**config.mk**
```make
export PLATFORM = sky130hd
export DESIGN_NAME = reg_readback_fsm
export DESIGN_NICKNAME = d
export VERILOG_FILES = /design/src/rtl/reg_readback_fsm.sv
export SDC_FILE = /design/constraint.sdc
export NUM_CORES = 1
export LEC_CHECK = 0
export CAP_MARGIN = 20
export CORE_UTILIZATION = 51
export DETAILED_ROUTE_END_ITERATION = 10
export HOLD_SLACK_MARGIN = 0.05
export MAX_ROUTING_LAYER = met4
export PLACE_DENSITY = 0.95
export SLEW_MARGIN = 5
export SYNTH_ARGS = -nofsm -noshare
export SYNTH_HDL_FRONTEND = slang
export SYNTH_SLANG_ARGS = --single-unit
```
**constraint.sdc**
```tcl
create_clock -name clk_i -period 3.8 [get_ports clk_i]
set_input_delay 0.57 -clock clk_i [delete_from_list [all_inputs] [get_ports clk_i]]
set_output_delay 0.57 -clock clk_i [all_outputs]
set_load 0.01 [all_outputs]
```
**src/rtl/reg_readback_fsm.sv**
```systemverilog
`timescale 1ns/1ps
`default_nettype none
// ==========================================================================
// reg_readback_fsm : walks the register file onto the ALU bus and holds
// each captured value for the hex display.                     Rev 1.0
// ==========================================================================
module reg_readback_fsm #(
   parameter int unsigned HOLD_CYCLES = 50_000_000,
   parameter int unsigned FIRST_REG   = 0,
   parameter int unsigned LAST_REG    = 15,
   parameter logic [7:0]  OP_PASS     = 8'h0D
) (
   input  logic        clk_i,
   input  logic        reset_i,
   input  logic        start_i,
   input  logic        pause_i,
   input  logic [15:0] alu_bus_i,
   output logic [4:0]  mux_a_o,
   output logic [4:0]  mux_b_o,
   output logic [7:0]  alu_op_o,
   output logic        imm_control_o,
   output logic [15:0] regs_en_o,
   output logic        buff_en_o,
   output logic [3:0]  reg_index_o,
   output logic [15:0] display_value_o,
   output logic        value_valid_o,
   output logic        busy_o,
   output logic        done_o
);

   localparam int unsigned      CNT_W     = (HOLD_CYCLES > 1) ? $clog2(HOLD_CYCLES) : 1;
   localparam logic [CNT_W-1:0] HOLD_LOAD = CNT_W'(HOLD_CYCLES - 1);
   localparam logic [CNT_W-1:0] CNT_ONE   = CNT_W'(1);
   localparam logic [3:0]       FIRST_IDX = 4'(FIRST_REG);
   localparam logic [3:0]       LAST_IDX  = 4'(LAST_REG);

   typedef enum logic [2:0] {
      S_IDLE    = 3'd0,
      S_DRIVE   = 3'd1,
      S_CAPTURE = 3'd2,
      S_HOLD    = 3'd3,
      S_DONE    = 3'd4
   } state_t;

   state_t           state_q;
   logic [CNT_W-1:0] hold_cnt_q;
   logic [3:0]       reg_index_q;
   logic [4:0]       mux_a_q;
   logic [15:0]      display_q;
   logic             valid_q;
   logic             buff_en_q;
   logic             busy_q;
   logic             done_q;

   // Datapath controls that never change: pass-through op, no writes.
   assign mux_b_o         = 5'd0;
   assign alu_op_o        = OP_PASS;
   assign imm_control_o   = 1'b0;
   assign regs_en_o       = 16'h0000;

   assign mux_a_o         = mux_a_q;
   assign buff_en_o       = buff_en_q;
   assign reg_index_o     = reg_index_q;
   assign display_value_o = display_q;
   assign value_valid_o   = valid_q;
   assign busy_o          = busy_q;
   assign done_o          = done_q;

   always_ff @(posedge clk_i) begin
      if (reset_i) begin
         state_q     <= S_IDLE;
         hold_cnt_q  <= '0;
         reg_index_q <= FIRST_IDX;
         mux_a_q     <= {1'b0, FIRST_IDX};
         display_q   <= 16'h0000;
         valid_q     <= 1'b0;
         buff_en_q   <= 1'b0;
         busy_q      <= 1'b0;
         done_q      <= 1'b0;
      end else begin
         valid_q <= 1'b0;
         case (state_q)
            S_IDLE, S_DONE: begin
               if (start_i) begin
                  state_q     <= S_DRIVE;
                  reg_index_q <= FIRST_IDX;
                  mux_a_q     <= {1'b0, FIRST_IDX};
                  buff_en_q   <= 1'b1;
                  busy_q      <= 1'b1;
                  done_q      <= 1'b0;
               end
            end
            S_DRIVE: begin
               state_q <= S_CAPTURE;
            end
            S_CAPTURE: begin
               state_q    <= S_HOLD;
               display_q  <= alu_bus_i;
               hold_cnt_q <= HOLD_LOAD;
               valid_q    <= 1'b1;
               buff_en_q  <= 1'b0;
            end
            S_HOLD: begin
               if (!pause_i) begin
                  if (hold_cnt_q != '0) begin
                     hold_cnt_q <= hold_cnt_q - CNT_ONE;
                  end else if (reg_index_q == LAST_IDX) begin
                     state_q <= S_DONE;
                     busy_q  <= 1'b0;
                     done_q  <= 1'b1;
                  end else begin
                     // Bus is re-driven one full cycle ahead of the next capture.
                     state_q     <= S_DRIVE;
                     reg_index_q <= reg_index_q + 4'd1;
                     mux_a_q     <= {1'b0, reg_index_q + 4'd1};
                     buff_en_q   <= 1'b1;
                  end
               end
            end
            default: begin
               state_q   <= S_IDLE;
               buff_en_q <= 1'b0;
               busy_q    <= 1'b0;
               done_q    <= 1'b0;
            end
         endcase
      end
   end

endmodule
`default_nettype wire

```
==> results of run 1 <==
## cells by family after synthesis
family / count (synthesis)
flip-flops: 53
adder cells (fa/ha/maj): 2
buffers and inverters: 55
other: 2
XOR/XNOR: 19
multiplexers: 2
AND/OR/NAND/NOR: 131
AO/OA/AOI/OAI: 63
## registers in the layout, summed over array words and instances, names as in the netlist
signal / count
display_value_o: 16
buff_en_o: 1
mux_a_o: 4
state_q: 3
done_o: 1
hold_cnt_q: 26
value_valid_o: 1
busy_o: 1
## cell type report
cell class / count / area [µm²]
clock buffers: 7 / 86.3
clock inverters: 1 / 30.0
fillers: 429 / 1910
inverters: 3 / 11.3
multi-input cells: 248 / 1430
flip-flops and latches: 53 / 1060
well taps: 70 / 87.6
repair buffers: 51 / 500
## cells in the final DEF, fill, tap and decap left out, types with 5 or more instances in the layout
| cell | count |
|---|---|
| dfxtp_1 | 53 |
| nor4_1 | 7 |
| a31oi_1 | 5 |
| nor2_1 | 19 |
| nand2_1 | 41 |
| clkbuf_8 | 6 |
| a211oi_1 | 6 |
| nand4_1 | 9 |
| clkdlybuf4s50_1 | 47 |
| xnor2_1 | 9 |
| nor3_1 | 9 |
| conb_1 | 31 |
| o21ai_0 | 5 |
| nand2b_1 | 6 |
| or3_1 | 5 |
| xor2_1 | 10 |
| a21oi_1 | 38 |
| nand3_1 | 7 |
## Yosys cell counts (all sizes together), types with 3 or more instances
cell type  count  share of area [%]
nor2          19                2.6
o21ai          5               0.92
or3            7                1.7
clkbuf        15                2.1
inv            3               0.41
nor4          10                3.6
xnor2          9                2.9
nor3           9                1.7
xor2          10                3.2
nand3          7                1.3
a31oi          5                1.2
nand4         10                2.5
buf           37                 10
and2           3               0.69
nand2         41                5.7
dfxtp         53                 39
nand2b         6                1.4
a211oi         6                1.7
or4            4                1.2
a21oi         38                7.0
## worst min-delay path, cell delays in order (launching register included)
cell and delay (ns):
dfxtp_1 0.31, nand2_1 0.05, a21oi_1 0.05
## layer usage
metal | up-vias | track usage, % | share of wire [%]
met5 | - | - | 0
met4 | 0 | 10.5 | 1.8
met3 | 12 | 4.55 | 6.2
met2 | 95 | 34.7 | 50
met1 | 1090 | 28.0 | 42
li1 | 1152 | - | -
## per-stage QoR
step | cell area [µm²] | util (%) | setup slack [ns] | hold slack (ns)
2_1_floorplan | 2830 | - | 1.73 | 0.474
3_3_place_gp | 3090 | 60.4 | 1.14 | 0.441
3_5_place_dp | 3090 | 60.4 | 1.02 | 0.448
4_1_cts | 3200 | 62.7 | 1.21 | 0.459
5_1_grt | 3200 | 62.7 | 0.977 | 0.481
6_report | 3200 | 62.7 | 1.17 | 0.458
## power by group through the flow
stage	logic, mW	registers (mW)	clock network (mW)
after floorplan	0.224	0.640	0
after global placement	0.281	0.641	0
after detailed placement	0.289	0.645	0
after CTS	0.293	0.633	0.397
after global routing	0.327	0.640	0.419
final	0.296	0.634	0.390
## path summary, 6_finish.rpt
path,endpoint,slack (ns),depth (start not counted)
setup / recovery,mux_a_o[3],1.17,7
hold / removal,display_value_o[13],0.46,2
setup reg to reg,mux_a_o[3],1.17,7
hold reg to reg,display_value_o[13],0.46,2
==> metrics.cfg, run 1 <==
[outcome]
status = completed

[global_route]
grt_overflow = 0
antenna_found_initial = 0
grt_max_degree = 34
track_usage_pct = 22.4
grt_pass1_vias = 2119
grt_pass1_wl_um = 9360

[synth]
synthSimpleGateAreaFrac_pct = 26.7
seq_area_frac_synth_pct = 39.1
synth_compound_area_share_pct = 13.6
synth_area_per_cell_um2 = 8.31
synth_cell_types = 50
synth_mux_area_share_pct = 0.783
synth_edf_count = 0
synthesis.instances = 327
synthArstFlopShare_pct = 0
synth-seq-cells = 53
synth_xor_area_share_pct = 6.13
yosysWarnings = 0
synth_top_family_by_area = simple AND/OR/NAND/NOR gates
synthAdderAreaFrac_pct = 0.921
yosys_most_used_dff = dfxtp_1
syn_area_mm2 = 0.00272

[floorplanning]
die_w_um = 75.0
die_y_um = 75.0
core-area_mm2 = 0.00511
ioPinCount = 79
initial_core_util_pct = 53.2
row_count = 26
dieArea_mm2 = 0.00562

[detailed_routing]
antenna_left = 0
drt_wl_total_um = 5770
drt_iter0_markers = 167
drc = 0
dr_total_vias = 2349
drt-pass1-iter-count = 4
viasPerCell = 5.42
wl_per_cell_um = 13.3

[worst_hold_path]
worst_hold_path_type = reg2reg
min_from = display_value_o[13]

[pwr]
p_switching_mw = 0.395
leakagePower_nw = 1.15
pwr-share-seq_pct = 48.1
ir_drop_v = 0.000261
swShare_pct = 29.9
total_power_mw = 1.32
internal_power_mw = 0.924
power.share.clock_pct = 29.5
combPwrFrac_pct = 22.4
power.density_mw_per_mm2 = 412

[setup_path]
r2r-start = hold_cnt_q[0]
crit_path_start = hold_cnt_q[0]
worstSetupEndpointType = flip-flop
cp_slowest_cell = and4_1
critPathKind = reg2reg
cp_max_fo = 13
worst-path-buf-inv = 1
critPathRequiredTime_ns = 4.04
cp_slowest_stage_delay_ns = 0.59
arrival_ns = 2.87
cp-start-kind = flip-flop
path_cells = inv_1 -> ha_1 -> nor3b_1 -> and4_1 -> nand3_1 -> or3_1 -> a21oi_1
cpLargestDelayFamily = simple AND/OR/NAND/NOR gates

[timing]
fin_worst_skew_ns = 0.00723
rsz0062_at_grt = no
tns_ns = 0
finalHoldViolations = 0
post-route-period-util_pct = 69.3
worst_pin_slew_ns = 0.979
min_period_ns = 2.63
drv_slew = 0
setup_viol = 0
fmax_mhz = 380
slew_headroom_pct = 34.5

[place]
numPortBuffers = 47
dpl.cell_count = 425
gp_congestion = 0.876
dpl.hpwl_um = 3920

[clock_network]
numCtsBuffers = 5
htree_levels = 2
ctsResizeCount = 0
cts_buffer_depth = 2
cts_hold_buffers = 0
clkLatencyLatePin_ns = 0.31
cts_tree = yes
postCtsSetupBuffers = 0
cts_sinks = 53
clkTransAtPathRegs_ns = 0.09
root_buffer = clkbuf_8

[layout]
areaGrowthSynthToFinish_pct = 17.9
final_cells = 433
diodes = 0
layout.nets = 384
layout-drive-gt1-share_pct = 6.61

[run]
max-cap-violations = 0

Power figures use the tool's default switching activity.
==> run 2, diff against run 1 <==
--- a/config.mk
+++ b/config.mk
@@ -6,11 +6,11 @@
 export NUM_CORES = 1
 export LEC_CHECK = 0
 export CAP_MARGIN = 20
-export CORE_UTILIZATION = 51
+export CORE_UTILIZATION = 43
 export DETAILED_ROUTE_END_ITERATION = 10
 export HOLD_SLACK_MARGIN = 0.05
 export MAX_ROUTING_LAYER = met4
-export PLACE_DENSITY = 0.95
+export PLACE_DENSITY = 0.86
 export SLEW_MARGIN = 5
 export SYNTH_ARGS = -nofsm -noshare
 export SYNTH_HDL_FRONTEND = slang
==> constraint.sdc (replaced) <==
create_clock -name clk_i -period 2.2 [get_ports clk_i]
set_input_delay 0.33 -clock clk_i [delete_from_list [all_inputs] [get_ports clk_i]]
set_output_delay 0.33 -clock clk_i [all_outputs]
set_load 0.01 [all_outputs]
==> run 2 against run 1 <==
Sequential share of layout area down 1.0 points. Total power increased by 70%. Design area is 3.1% higher. Register-to-register slack worse by 1.0 ns. Setup slack worse by 1.0 ns. Via count increased by 1.6%. Final cell count up 4.6%. Critical path depth unchanged.
==> metrics.cfg, run 2 (synthesis gave the netlist of run 1 again) <==
[setup_path]
r2r-start = hold_cnt_q[0]
critPathRequiredTime_ns = 2.43
worstSetupEndpointType = flip-flop
cp_slowest_stage_delay_ns = 0.50
critPathKind = reg2reg
arrival_ns = 2.31
regToRegSetupSlack_ns = 0.12
crit_path_start = hold_cnt_q[0]
cp_max_fo = 8
worstRegToRegCells = 7
path_cells = inv_1 -> ha_1 -> nor3b_2 -> and4_2 -> a21oi_1 -> a211oi_1 -> a311oi_1
r2r-end = hold_cnt_q[5]
cp_slowest_cell = a21oi_1
cp-start-kind = flip-flop

[layout]
fillCellCount = 532
final_cells = 453
areaGrowthSynthToFinish_pct = 21.6
final_common_cell = dfxtp_1
final_cell_mix = dfxtp_1 (53), clkdlybuf4s50_1 (47), nand2_1 (41)
top_register = hold_cnt_q
layout-drive-gt1-share_pct = 11.1
diodes = 0
largest_reg_flops = 26
layout.nets = 399

[global_route]
grt_overflow = 0
grt_pass1_wl_um = 9670
antenna_found_initial = 0
grt_pass1_vias = 2223
track_usage_pct = 19.0
grt_max_degree = 36

[clock_network]
root_buffer = clkbuf_8
cts_buffer_depth = 2
cts_tree = yes
numCtsBuffers = 5
htree_levels = 2
cts_hold_buffers = 0
clkLatencyLatePin_ns = 0.31
postCtsSetupBuffers = 0
clkTransAtPathRegs_ns = 0.10
cts_sinks = 53

[pwr]
swShare_pct = 32.8
power.share.clock_pct = 25.3
combPwrFrac_pct = 26.3
power.density_mw_per_mm2 = 679
ir_drop_v = 0.000443
leakagePower_nw = 1.21
internal_power_mw = 1.51
p_switching_mw = 0.735
pwr-share-seq_pct = 48.4

[worst_hold_path]
hold_path_end = display_value_o[15]
min_from = display_value_o[15]
min_path_cells = 2
worst_hold_path_type = reg2reg

[outcome]
status = completed

[detailed_routing]
drt-pass1-iter-count = 4
drc = 0
dr_total_vias = 2386
viasPerCell = 5.27
drt_wl_total_um = 5850
drt_iter0_markers = 125
wl_per_cell_um = 12.9
antenna_left = 0

[place]
numPortBuffers = 47
place_ws_ns = -0.217
gp_congestion = 0.895
dpl.hpwl_um = 4230
dpl.cell_count = 445

[timing]
final.setup.worst_slack_ns = 0.123
tns_ns = 0
fin_worst_skew_ns = 0.0109
rsz0062_at_grt = no
worst_pin_slew_ns = 0.566
finalHoldViolations = 0
post-route-period-util_pct = 94.4
holdWs_ns = 0.459
fmax_mhz = 481
drv_slew = 0
setup_viol = 0
min_period_ns = 2.08
slew_headroom_pct = 62.3

[floorplanning]
core-area_mm2 = 0.00599
ioPinCount = 79
dieArea_mm2 = 0.00664
initial_core_util_pct = 45.3
die_y_um = 81.5
die_w_um = 81.5
row_count = 28

[run]
max-cap-violations = 0

## run 2: cell count changes in the layout (fill, tap and decap cells not counted), sizes merged
cell / delta
buf: +15
bufinv: -1
clkbuf: -2
clkinv: +1
clkinvlp: +1
inv: +1
## run 2: worst max-delay path: cells and delay by family, from the launching register on
family	cells	cell delay [ns]
buf+inv	1	0.05
flops	1	0.35
simple gates	2	0.49
compound gates	3	0.91
fa+ha+maj	1	0.21
## run 2: cell type report
cell class,instances,area (µm²),area share [%]
clock buffers,5,68.8,2.08
inverters,3,11.3,0.341
flip-flops and latches,53,1060,32.1
clock inverters,3,21.3,0.644
repair buffers,66,613,18.6
well taps,75,93.8,2.84
multi-input cells,248,1430,43.4
## run 2: through the flow
step	total power [mW]	cell area (µm²)	util, %
after global placement	1.66	3200	53.5
after CTS	2.24	3300	55.0
final	2.24	3300	55.1
after detailed placement	1.68	3200	53.5
after global routing	2.36	3300	55.1
after floorplan	1.49	2830	-
## run 2: timing repair
action                     4_1_cts  5_1_grt
setup endpoints to repair        1       23
pin swaps                        0        1
resized for setup                1        2
## run 2: metal layers
metal  GRT usage (%)  share of wire [%]  routed length [µm]  vias to the layer above
met4            6.61                1.5                  86                        0
met2            31.8                 49                2880                       77
li1                -                  -                   -                     1184
met3            3.89                4.8                 280                       13
met1            22.6                 45                2600                     1112
met5               -                  0                   0                        -
## run 2: worst max path at each step
| stage | to | slack (ns) | depth (start not counted) |
|---|---|---|---|
| 2_1_floorplan | hold_cnt_q[14] | 0.13 | 7 |
| 3_3_place_gp | hold_cnt_q[6] | -0.03 | 6 |
| 3_5_place_dp | hold_cnt_q[6] | -0.22 | 6 |
| 4_1_cts | mux_a_o[3] | 0.02 | 7 |
| 5_1_grt | hold_cnt_q[14] | 0.006 | 5 |
| 6_report | hold_cnt_q[5] | 0.12 | 7 |
## run 2: power by group through the flow
stage | clock network, mW | logic (mW) | registers (mW)
finish | 0.568 | 0.589 | 1.09
global route | 0.614 | 0.647 | 1.10
CTS | 0.577 | 0.581 | 1.08
detailed placement | 0 | 0.577 | 1.11
global placement | 0 | 0.563 | 1.10
floorplan | 0 | 0.387 | 1.10
==> run 3, diff against run 2 <==
--- a/config.mk
+++ b/config.mk
@@ -11,6 +11,7 @@
 export HOLD_SLACK_MARGIN = 0.05
 export MAX_ROUTING_LAYER = met4
 export PLACE_DENSITY = 0.86
+export REMOVE_ABC_BUFFERS = 1
 export SLEW_MARGIN = 5
 export SYNTH_ARGS = -nofsm -noshare
 export SYNTH_HDL_FRONTEND = slang
==> run 3 against run 2 <==
Combinational power grew 3%. Sequential power hardly changed. First-iteration DRC count is 15% lower. Clock power rose by 12%. Critical endpoint is now done_o. Worst hold slack worse by 0.0029 ns. Design area is 1.6% higher. Die area stayed put. Sequential share of layout area shrank 0.47 points. Flip-flop and latch count unchanged. Maximum frequency fell by 0.30%.
==> metrics.cfg, run 3 (synthesis gave the netlist of run 1 again) <==
[place]
dpl.hpwl_um = 4440
gp_congestion = 0.872
dpl.cell_count = 447
numPortBuffers = 47

[pwr]
pwr-share-seq_pct = 46.8
power.density_mw_per_mm2 = 695
internal_power_mw = 1.62
swShare_pct = 30.5
combPwrFrac_pct = 26.0
total_power_mw = 2.33
ir_drop_v = 0.000494
leakagePower_nw = 1.24
p_switching_mw = 0.711
power.share.clock_pct = 27.2

[layout]
areaGrowthSynthToFinish_pct = 23.5
layout.nets = 402
final_common_cell = dfxtp_1
final_cell_mix = dfxtp_1 (52), clkdlybuf4s50_1 (47), nand2_1 (41)
diodes = 0
final_cells = 455
fillCellCount = 516
final_util_pct = 56.0
multiInputGateArea_mm2 = 0.00145
largest_reg_flops = 26
layout-drive-gt1-share_pct = 12.1
top_register = hold_cnt_q
sequential_cell_area_mm2 = 0.00106

[clock_network]
numCtsBuffers = 5
cts_buffer_depth = 2
htree_levels = 2
clkTransAtPathRegs_ns = 0.09
cts_sinks = 53
root_buffer = clkbuf_8
cts_hold_buffers = 0
cts_tree = yes
clkLatencyLatePin_ns = 0.30

[timing]
drv_slew = 0
finalHoldViolations = 0
fmax_mhz = 480
holdWs_ns = 0.457
min_period_ns = 2.08
worst_pin_slew_ns = 0.515
fin_worst_skew_ns = 0.00594
post-route-period-util_pct = 94.7
slew_headroom_pct = 65.2
setup_viol = 0

[setup_path]
critPathKind = reg2reg
cpLargestDelayFamily = simple AND/OR/NAND/NOR gates
critPathRequiredTime_ns = 2.40
cp-start-kind = flip-flop
cp_max_fo = 6
cp_slowest_stage_delay_ns = 0.36
arrival_ns = 2.28
worstSetupEndpointType = flip-flop
r2r-start = hold_cnt_q[0]
path_cells = inv_1 -> ha_1 -> nor3b_2 -> buf_4 -> nand4_1 -> nor4_1 -> buf_4 -> and3_1 -> o21ai_0
critPathMostFrequentCell = buf_4
worst-path-buf-inv = 3
cp_slowest_cell = nor4_1
crit_path_start = hold_cnt_q[0]

[floorplanning]
initial_core_util_pct = 45.3
ioPinCount = 79
dieArea_mm2 = 0.00664
die_y_um = 81.5
die_w_um = 81.5
row_count = 28
core-area_mm2 = 0.00599

[detailed_routing]
drt_iter0_markers = 106
wl_per_cell_um = 13.5
drc = 0
viasPerCell = 5.30
drt-pass1-iter-count = 4
drt_wl_total_um = 6120
dr_total_vias = 2413
antenna_left = 0

[worst_hold_path]
worst_hold_path_type = reg2reg
min_from = display_value_o[11]

[global_route]
track_usage_pct = 19.8
antenna_found_initial = 0
grt_pass1_vias = 2225
grt_pass1_wl_um = 9830
grt_overflow = 0
grt_max_degree = 20

[outcome]
status = completed

[run]
max-cap-violations = 0

-- run 3: changes by cell type in the layout (fill, tap and decap cells not counted), sizes merged --
cell      previous run  this run
clkinvlp             1         0
buf                 19        22
bufinv               0         1
inv                  4         3
-- run 3: repair_timing --
item / 4_1_cts / 5_1_grt
pin swaps: 0 / 1
setup endpoints to repair: 1 / 15
setup buffers: 0 / 1
gates resized for setup: 1 / 6
-- run 3: cell type report --
| type | instances | share of cell area (%) |
|---|---|---|
| inverters | 3 | 0.336 |
| clock inverters | 2 | 1.04 |
| multi-input cells | 248 | 43.2 |
| well taps | 75 | 2.80 |
| clock buffers | 5 | 2.05 |
| flip-flops and latches | 53 | 31.7 |
| repair buffers | 69 | 18.9 |
-- run 3: layer usage --
metal  global-route usage [%]  vias to the layer above  wire (µm)
met2                     32.3                       88       3100
li1                         -                     1187          -
met4                     9.64                        0         69
met3                     4.56                        8        295
met5                        -                        -          0
met1                     22.9                     1130       2660
-- run 3: worst min-delay path: cells and delay by family, from the launching register on --
family | cells | cell delay, ns
and+or+nand+nor | 1 | 0.05
AOI/OAI and AO/OA | 1 | 0.05
DFF | 1 | 0.32
-- run 3: metrics by stage --
step / worst slack (ns) / cell area (µm²) / setup TNS [ns]
6_report: 0.116 / 3350 / 0
5_1_grt: -0.00286 / 3350 / -0.00286
4_1_cts: 0.00210 / 3320 / 0
3_5_place_dp: -0.164 / 3220 / -0.225
3_3_place_gp: -0.0295 / 3220 / -0.0295
2_1_floorplan: 0.0201 / 2500 / 0
-- run 3: worst paths after layout --
kind	depth (start not counted)	slack (ns)	to
max	9	0.12	done_o
min	2	0.46	display_value_o[11]
max reg2reg	9	0.12	done_o
min reg2reg	2	0.46	display_value_o[11]
-- run 3: power by group through the flow --
stage	clock network (mW)	logic (mW)	registers, mW
CTS	0.643	0.580	1.09
finish	0.634	0.605	1.09
floorplan	0	0.315	1.11
global placement	0	0.562	1.10
global route	0.687	0.660	1.10
detailed placement	0	0.576	1.11
